[src/rtl/hwt_activation_monitor_if.sv]
// Signal bundle between the hwt block, its supervisor and the monitor.
interface hwt_activation_monitor_if #(
  parameter int CNT_W = 8
) ();
  logic             A;
  logic             B;
  logic             C;
  logic             D;
  logic             Y;
  logic             ACK;
  logic             PULSE;
  logic [CNT_W-1:0] EVT_CNT;
  logic [3:0]       FIRST_VEC;
  logic             VEC_VALID;
  logic             ALARM;

  modport master (
    output A, B, C, D, Y, ACK,
    input  PULSE, EVT_CNT, FIRST_VEC,
    input  VEC_VALID, ALARM
  );

  modport slave (
    input  A, B, C, D, Y, ACK,
    output PULSE, EVT_CNT, FIRST_VEC,
    output VEC_VALID, ALARM
  );
endinterface

[src/rtl/hwt_activation_monitor.sv]
// Counts rising edges of the hwt payload Y, latches the first trigger
// vector and raises a sticky alarm at a threshold until acknowledged.
module hwt_activation_monitor #(
  parameter int CNT_W        = 8,
  parameter int ALARM_THRESH = 3
) (
  input  logic                    CLK,
  input  logic                    RST,
  hwt_activation_monitor_if.slave bus
);

  typedef enum logic [1:0] {
    S_IDLE,
    S_COUNTING,
    S_ALARM
  } state_e;

  localparam logic [CNT_W-1:0] CNT_MAX = '1;
  localparam logic [CNT_W-1:0] TH =
    CNT_W'(ALARM_THRESH);
  localparam logic [CNT_W-1:0] ONE =
    CNT_W'(1);

  state_e           state_q, state_d;
  logic             y_d_q;
  logic             pulse_q;
  logic [CNT_W-1:0] cnt_q, cnt_d;
  logic [3:0]       vec_q, vec_d;
  logic             vv_q, vv_d;
  logic             alarm_q;

  logic             act;
  logic             ack_ok;
  logic [CNT_W-1:0] cnt_base;
  logic             vv_base;

  // Acknowledge is resolved before the activation on the same edge.
  always_comb begin
    act      = bus.Y & ~y_d_q;
    ack_ok   = bus.ACK && (state_q == S_ALARM);
    cnt_base = ack_ok ? '0 : cnt_q;
    vv_base  = vv_q & ~ack_ok;
    cnt_d    = cnt_base;
    vec_d    = vec_q;
    vv_d     = vv_base;
    if (act) begin
      if (cnt_base != CNT_MAX)
        cnt_d = cnt_base + ONE;
      if (!vv_base) begin
        vec_d = {bus.A, bus.B, bus.C, bus.D};
        vv_d  = 1'b1;
      end
    end
  end

  always_comb begin
    state_d = state_q;
    unique case (state_q)
      S_IDLE: begin
        if (act)
          state_d = (cnt_d >= TH) ? S_ALARM
                                  : S_COUNTING;
      end
      S_COUNTING: begin
        if (act && cnt_d >= TH)
          state_d = S_ALARM;
      end
      S_ALARM: begin
        if (ack_ok) begin
          if (!act)
            state_d = S_IDLE;
          else if (cnt_d >= TH)
            state_d = S_ALARM;
          else
            state_d = S_COUNTING;
        end
      end
      default: state_d = S_IDLE;
    endcase
  end

  always_ff @(posedge CLK) begin
    if (RST) begin
      state_q <= S_IDLE;
      y_d_q   <= 1'b0;
      pulse_q <= 1'b0;
      cnt_q   <= '0;
      vec_q   <= 4'b0000;
      vv_q    <= 1'b0;
      alarm_q <= 1'b0;
    end else begin
      state_q <= state_d;
      y_d_q   <= bus.Y;
      pulse_q <= act;
      cnt_q   <= cnt_d;
      vec_q   <= vec_d;
      vv_q    <= vv_d;
      alarm_q <= (state_d == S_ALARM);
    end
  end

  assign bus.PULSE     = pulse_q;
  assign bus.EVT_CNT   = cnt_q;
  assign bus.FIRST_VEC = vec_q;
  assign bus.VEC_VALID = vv_q;
  assign bus.ALARM     = alarm_q;

endmodule
[src/flat_wrapper.sv]
// flat-port wrapper written by rule: the top's interface ports become plain ports
module hwt_activation_monitor_flat 
#(
  parameter int CNT_W        = 8,
  parameter int ALARM_THRESH = 3
)
  (CLK, RST, bus_A, bus_B, bus_C, bus_D, bus_Y, bus_ACK, bus_PULSE, bus_EVT_CNT, bus_FIRST_VEC, bus_VEC_VALID, bus_ALARM);
  hwt_activation_monitor_if #(.CNT_W(CNT_W)) bus_i ();
  input  logic CLK;
  input  logic RST;
  input wire logic [$bits(bus_i.A)-1:0] bus_A;
  input wire logic [$bits(bus_i.B)-1:0] bus_B;
  input wire logic [$bits(bus_i.C)-1:0] bus_C;
  input wire logic [$bits(bus_i.D)-1:0] bus_D;
  input wire logic [$bits(bus_i.Y)-1:0] bus_Y;
  input wire logic [$bits(bus_i.ACK)-1:0] bus_ACK;
  output wire logic [$bits(bus_i.PULSE)-1:0] bus_PULSE;
  output wire logic [$bits(bus_i.EVT_CNT)-1:0] bus_EVT_CNT;
  output wire logic [$bits(bus_i.FIRST_VEC)-1:0] bus_FIRST_VEC;
  output wire logic [$bits(bus_i.VEC_VALID)-1:0] bus_VEC_VALID;
  output wire logic [$bits(bus_i.ALARM)-1:0] bus_ALARM;
  assign bus_i.A = bus_A;
  assign bus_i.B = bus_B;
  assign bus_i.C = bus_C;
  assign bus_i.D = bus_D;
  assign bus_i.Y = bus_Y;
  assign bus_i.ACK = bus_ACK;
  assign bus_PULSE = bus_i.PULSE;
  assign bus_EVT_CNT = bus_i.EVT_CNT;
  assign bus_FIRST_VEC = bus_i.FIRST_VEC;
  assign bus_VEC_VALID = bus_i.VEC_VALID;
  assign bus_ALARM = bus_i.ALARM;
  hwt_activation_monitor #(.CNT_W(CNT_W), .ALARM_THRESH(ALARM_THRESH)) u_core (.CLK(CLK), .RST(RST), .bus(bus_i));
endmodule
[config.mk]
export PLATFORM = sky130hd
export DESIGN_NAME = hwt_activation_monitor_flat
export DESIGN_NICKNAME = d
export VERILOG_FILES = /design/src/rtl/hwt_activation_monitor_if.sv /design/src/rtl/hwt_activation_monitor.sv /design/src/flat_wrapper.sv
export SDC_FILE = /design/constraint.sdc
export NUM_CORES = 1
export LEC_CHECK = 0
export BUFFER_PORTS_ARGS = -buffer_cell sky130_fd_sc_hd__buf_2
export CAP_MARGIN = 20
export CORE_ASPECT_RATIO = 1.2
export CORE_MARGIN = 1
export CORE_UTILIZATION = 59
export CTS_BUF_LIST = sky130_fd_sc_hd__clkbuf_8
export CTS_CLUSTER_SIZE = 25
export DETAILED_ROUTE_END_ITERATION = 6
export PLACE_DENSITY = 0.87
export SETUP_SLACK_MARGIN = 0.2
export SYNTH_ARGS = -nofsm -noshare
export SYNTH_HDL_FRONTEND = slang
export SYNTH_SLANG_ARGS = --single-unit
export TNS_END_PERCENT = 1
[constraint.sdc]
create_clock -name CLK -period 7.11 [get_ports CLK]
set_input_delay 1.422 -clock CLK [delete_from_list [all_inputs] [get_ports CLK]]
set_output_delay 1.422 -clock CLK [all_outputs]
set_load 0.02 [all_outputs]
==> results.sh <==
export IMPL_status="complete, no violations"
export IMPL_cts_hold_buf=0
export IMPL_synth_ff_type="dfxtp_1"
export IMPL_io_pins=23
export IMPL_hpwlAfterDp_um=1550
export IMPL_fill_cells=122
export IMPL_clock_sinks=18
export IMPL_grt_pass1_vias=838
export IMPL_met2_wirelength_um=1070
export IMPL_grt_ovfl_total=0
export IMPL_max_slew_worst_pin_slew_ps=479
export IMPL_synth_edf_count=0
export IMPL_ys_seq_area_share_pct=34.7
export IMPL_std_cell_rows=16
export IMPL_dieArea_um2=1930
export IMPL_placed_area_um2=1110
export IMPL_slew_viol_final=0
export IMPL_cts_repair_resized=0
export IMPL_clk_pin_slew_worst_paths_ps=70
export IMPL_skew_ps=1.96
export IMPL_track_usage_pct=26.1
export IMPL_max_freq_ghz=0.288
export IMPL_synthSimpleGateAreaFrac_pct=29.5
export IMPL_synth_top_family_by_area="simple AND/OR/NAND/NOR gates"
export IMPL_layoutNonFillerInstCount=151
export IMPL_diodes=0
export IMPL_h_tree_depth=1
export IMPL_synth_cell_type_count=47
export IMPL_async_reset_ff_share_pct=0
export IMPL_synth_ff_latch_count=18
export IMPL_avgViaCountPerCell=6.14
export IMPL_hold_path_class="reg -> reg"
export IMPL_synth_compound_gate_area_share_pct=20.5
export IMPL_critical_path_class="in -> reg"
export IMPL_routed_wl_um=2230
export IMPL_core_area_um2=1640
export IMPL_multiInputGateArea_um2=608
export IMPL_grt_pass1_wl_um=3440
export IMPL_crit_fanout=9
export IMPL_nNetsFinal=143
export IMPL_period_needed_ps=3470
export IMPL_synthesis_nets=123
export IMPL_crit_arrival_ps=3670
export IMPL_cts_tree="yes"
export IMPL_syn_area_um2=1040
export IMPL_postCtsSetupBuffers=0
export IMPL_antenna_found_initial=0
export IMPL_area_growth_pct=11.9
export IMPL_drive_gt1_share_pct=27.8
export IMPL_timing_final_crit_share_pct=48.9
export IMPL_final_cell_area_um2=1160
export IMPL_slew_headroom_pct=68.1
export IMPL_syn_inst=114
export IMPL_grt_start_max_net_pins=15
export IMPL_postSynthAreaPerCell_um2=9.12
export IMPL_rsz0062_at_grt="false"
export IMPL_ir_worst_vdd_v=0.000142
export IMPL_io_buffers=22
export IMPL_synth_xor_xnor_area_share_pct=2.53
export IMPL_root_buffer="clkbuf_8"
export IMPL_dieHeight_um=48.0
export IMPL_drtIter0Drc=17
export IMPL_wl_met1_um=994
export IMPL_drtAntennaViolNets=0
export IMPL_highest_layer="met4"
export IMPL_yosysWarnings=0
export IMPL_route_vias_total=927
export IMPL_drc=0
export IMPL_numCtsBuffers=3
export IMPL_final_setup_viol_count=0
export IMPL_dp_cells=147
export IMPL_regArea_um2=360
export IMPL_powerDensity_nw_per_um2=190
export IMPL_clk_latency_ps=250
export IMPL_die_x_um=40.3
export IMPL_leakagePower_nw=0.518
export IMPL_cp_required_ps=7310
export IMPL_drv_cap=0
export IMPL_synthMuxAreaShare_pct=4.81
export IMPL_clk_path_buf_depth=2
export IMPL_timing_setup_tns_ps=0
export IMPL_start_util_pct=63.3
export IMPL_dr_pass1_iters=4
export IMPL_end_kind="flip-flop"
export IMPL_start_kind="input pin"
export IMPL_routabilityCongestion=0.871
export IMPL_route_met3_wl_um=85
export IMPL_final_hold_viol_count=0
export IMPL_detail_route_wl_per_cell_um=14.8
export IMPL_yosys_area_share_adder_pct=1.20
==> layout make-up <==
cell class	instances	share of cell area, %
tap	18	1.94
sequential	18	31.0
clock buffer	4	4.73
inverter	2	0.645
timing repair buffer	22	9.46
multi-input combinational	87	52.3
==> per-layer routing <==
metal / vias to the layer above / global-route usage [%]
met1: 418 / 32.5
met3: 13 / 5.12
met5: - / 0
met4: 0 / 15.3
li1: 459 / -
met2: 37 / 41.0
==> state kept, by name, summed over array words and instances, names as in the netlist <==
signal	count
u_core.bus.PULSE	1
u_core.bus.ALARM	1
u_core.bus.FIRST_VEC	4
u_core.state_q	2
u_core.bus.EVT_CNT	8
u_core.y_d_q	1
u_core.bus.VEC_VALID	1
==> worst max-delay path: stages <==
cell and delay, ps:
buf_2 120, nand3b_2 190, nand2_1 120, inv_1 100
ha_1 280, and3_1 380, o211ai_1 170, a32oi_1 250
o221ai_1 170, nor4b_1 320, a31o_1 140
==> synthesized netlist by cell type (2+ instances only) <==
library cell | instances | area share, %
a221oi_1 | 2 | 1.7
o21ai_0 | 2 | 0.96
buf_2 | 2 | 0.96
a21o_1 | 3 | 2.2
inv_1 | 2 | 0.72
a32oi_1 | 2 | 1.7
and2_1 | 2 | 1.2
nand4_1 | 3 | 1.8
and3_1 | 2 | 1.2
xor2_1 | 3 | 2.5
nor2b_1 | 2 | 1.2
or2b_2 | 2 | 1.7
nand4b_1 | 2 | 1.7
nand3_1 | 4 | 1.9
nand2_1 | 7 | 2.5
dfxtp_1 | 18 | 35
a21oi_1 | 6 | 2.9
buf_6 | 4 | 4.3
nor2_1 | 13 | 4.7
nand2b_1 | 2 | 1.2
mux2i_1 | 5 | 4.8
==> stage by stage <==
step	power [mW]	setup slack, ps	hold slack, ps	utilization, %
finish	0.221	3640	481	70.9
global route	0.230	3450	517	70.9
CTS	0.222	3640	475	70.9
detailed placement	0.140	3450	466	67.5
global placement	0.139	3540	458	67.5
floorplan	0.132	3810	429	-
==> cell usage in the layout, fill, tap and decap left out, types with 2 or more instances in the layout <==
cell type and instances:
a21o_1 3, a21oi_1 6, a221oi_1 2, a32oi_1 2, and2_1 2, and3_1 2
buf_2 22, clkbuf_8 4, dfxtp_1 18, inv_1 2, mux2i_1 5, nand2_1 7
nand2b_1 2, nand3_1 4, nand4_1 3, nand4b_1 2, nor2_1 13, nor2b_1 2
o21ai_0 2, or2b_2 2, xor2_1 3
==> report_power, final <==
group          leakage, nW  internal [mW]  switching [mW]
registers            0.147          0.105         0.00456
logic                0.342         0.0123          0.0164
clock network       0.0288         0.0492          0.0335
==> worst paths after layout <==
kind	start	endpoint	slack, ps	cells after the start
setup reg to reg	u_core.state_q[0]	u_core.state_q[0]	4460	10
hold reg to reg	u_core.y_d_q	u_core.bus.PULSE	480	1
setup / recovery	bus_ACK	u_core.state_q[0]	3640	11
hold / removal	u_core.y_d_q	u_core.bus.PULSE	480	1
==> cells by family after synthesis <==
kind of cell / count (synthesis)
AND/OR/NAND/NOR: 51
AO/OA/AOI/OAI: 27
flip-flops: 18
buffers and inverters: 9
multiplexers: 5
XOR/XNOR: 3
adder cells (fa/ha/maj): 1
Note: power is estimated with default switching activity, not from simulation.
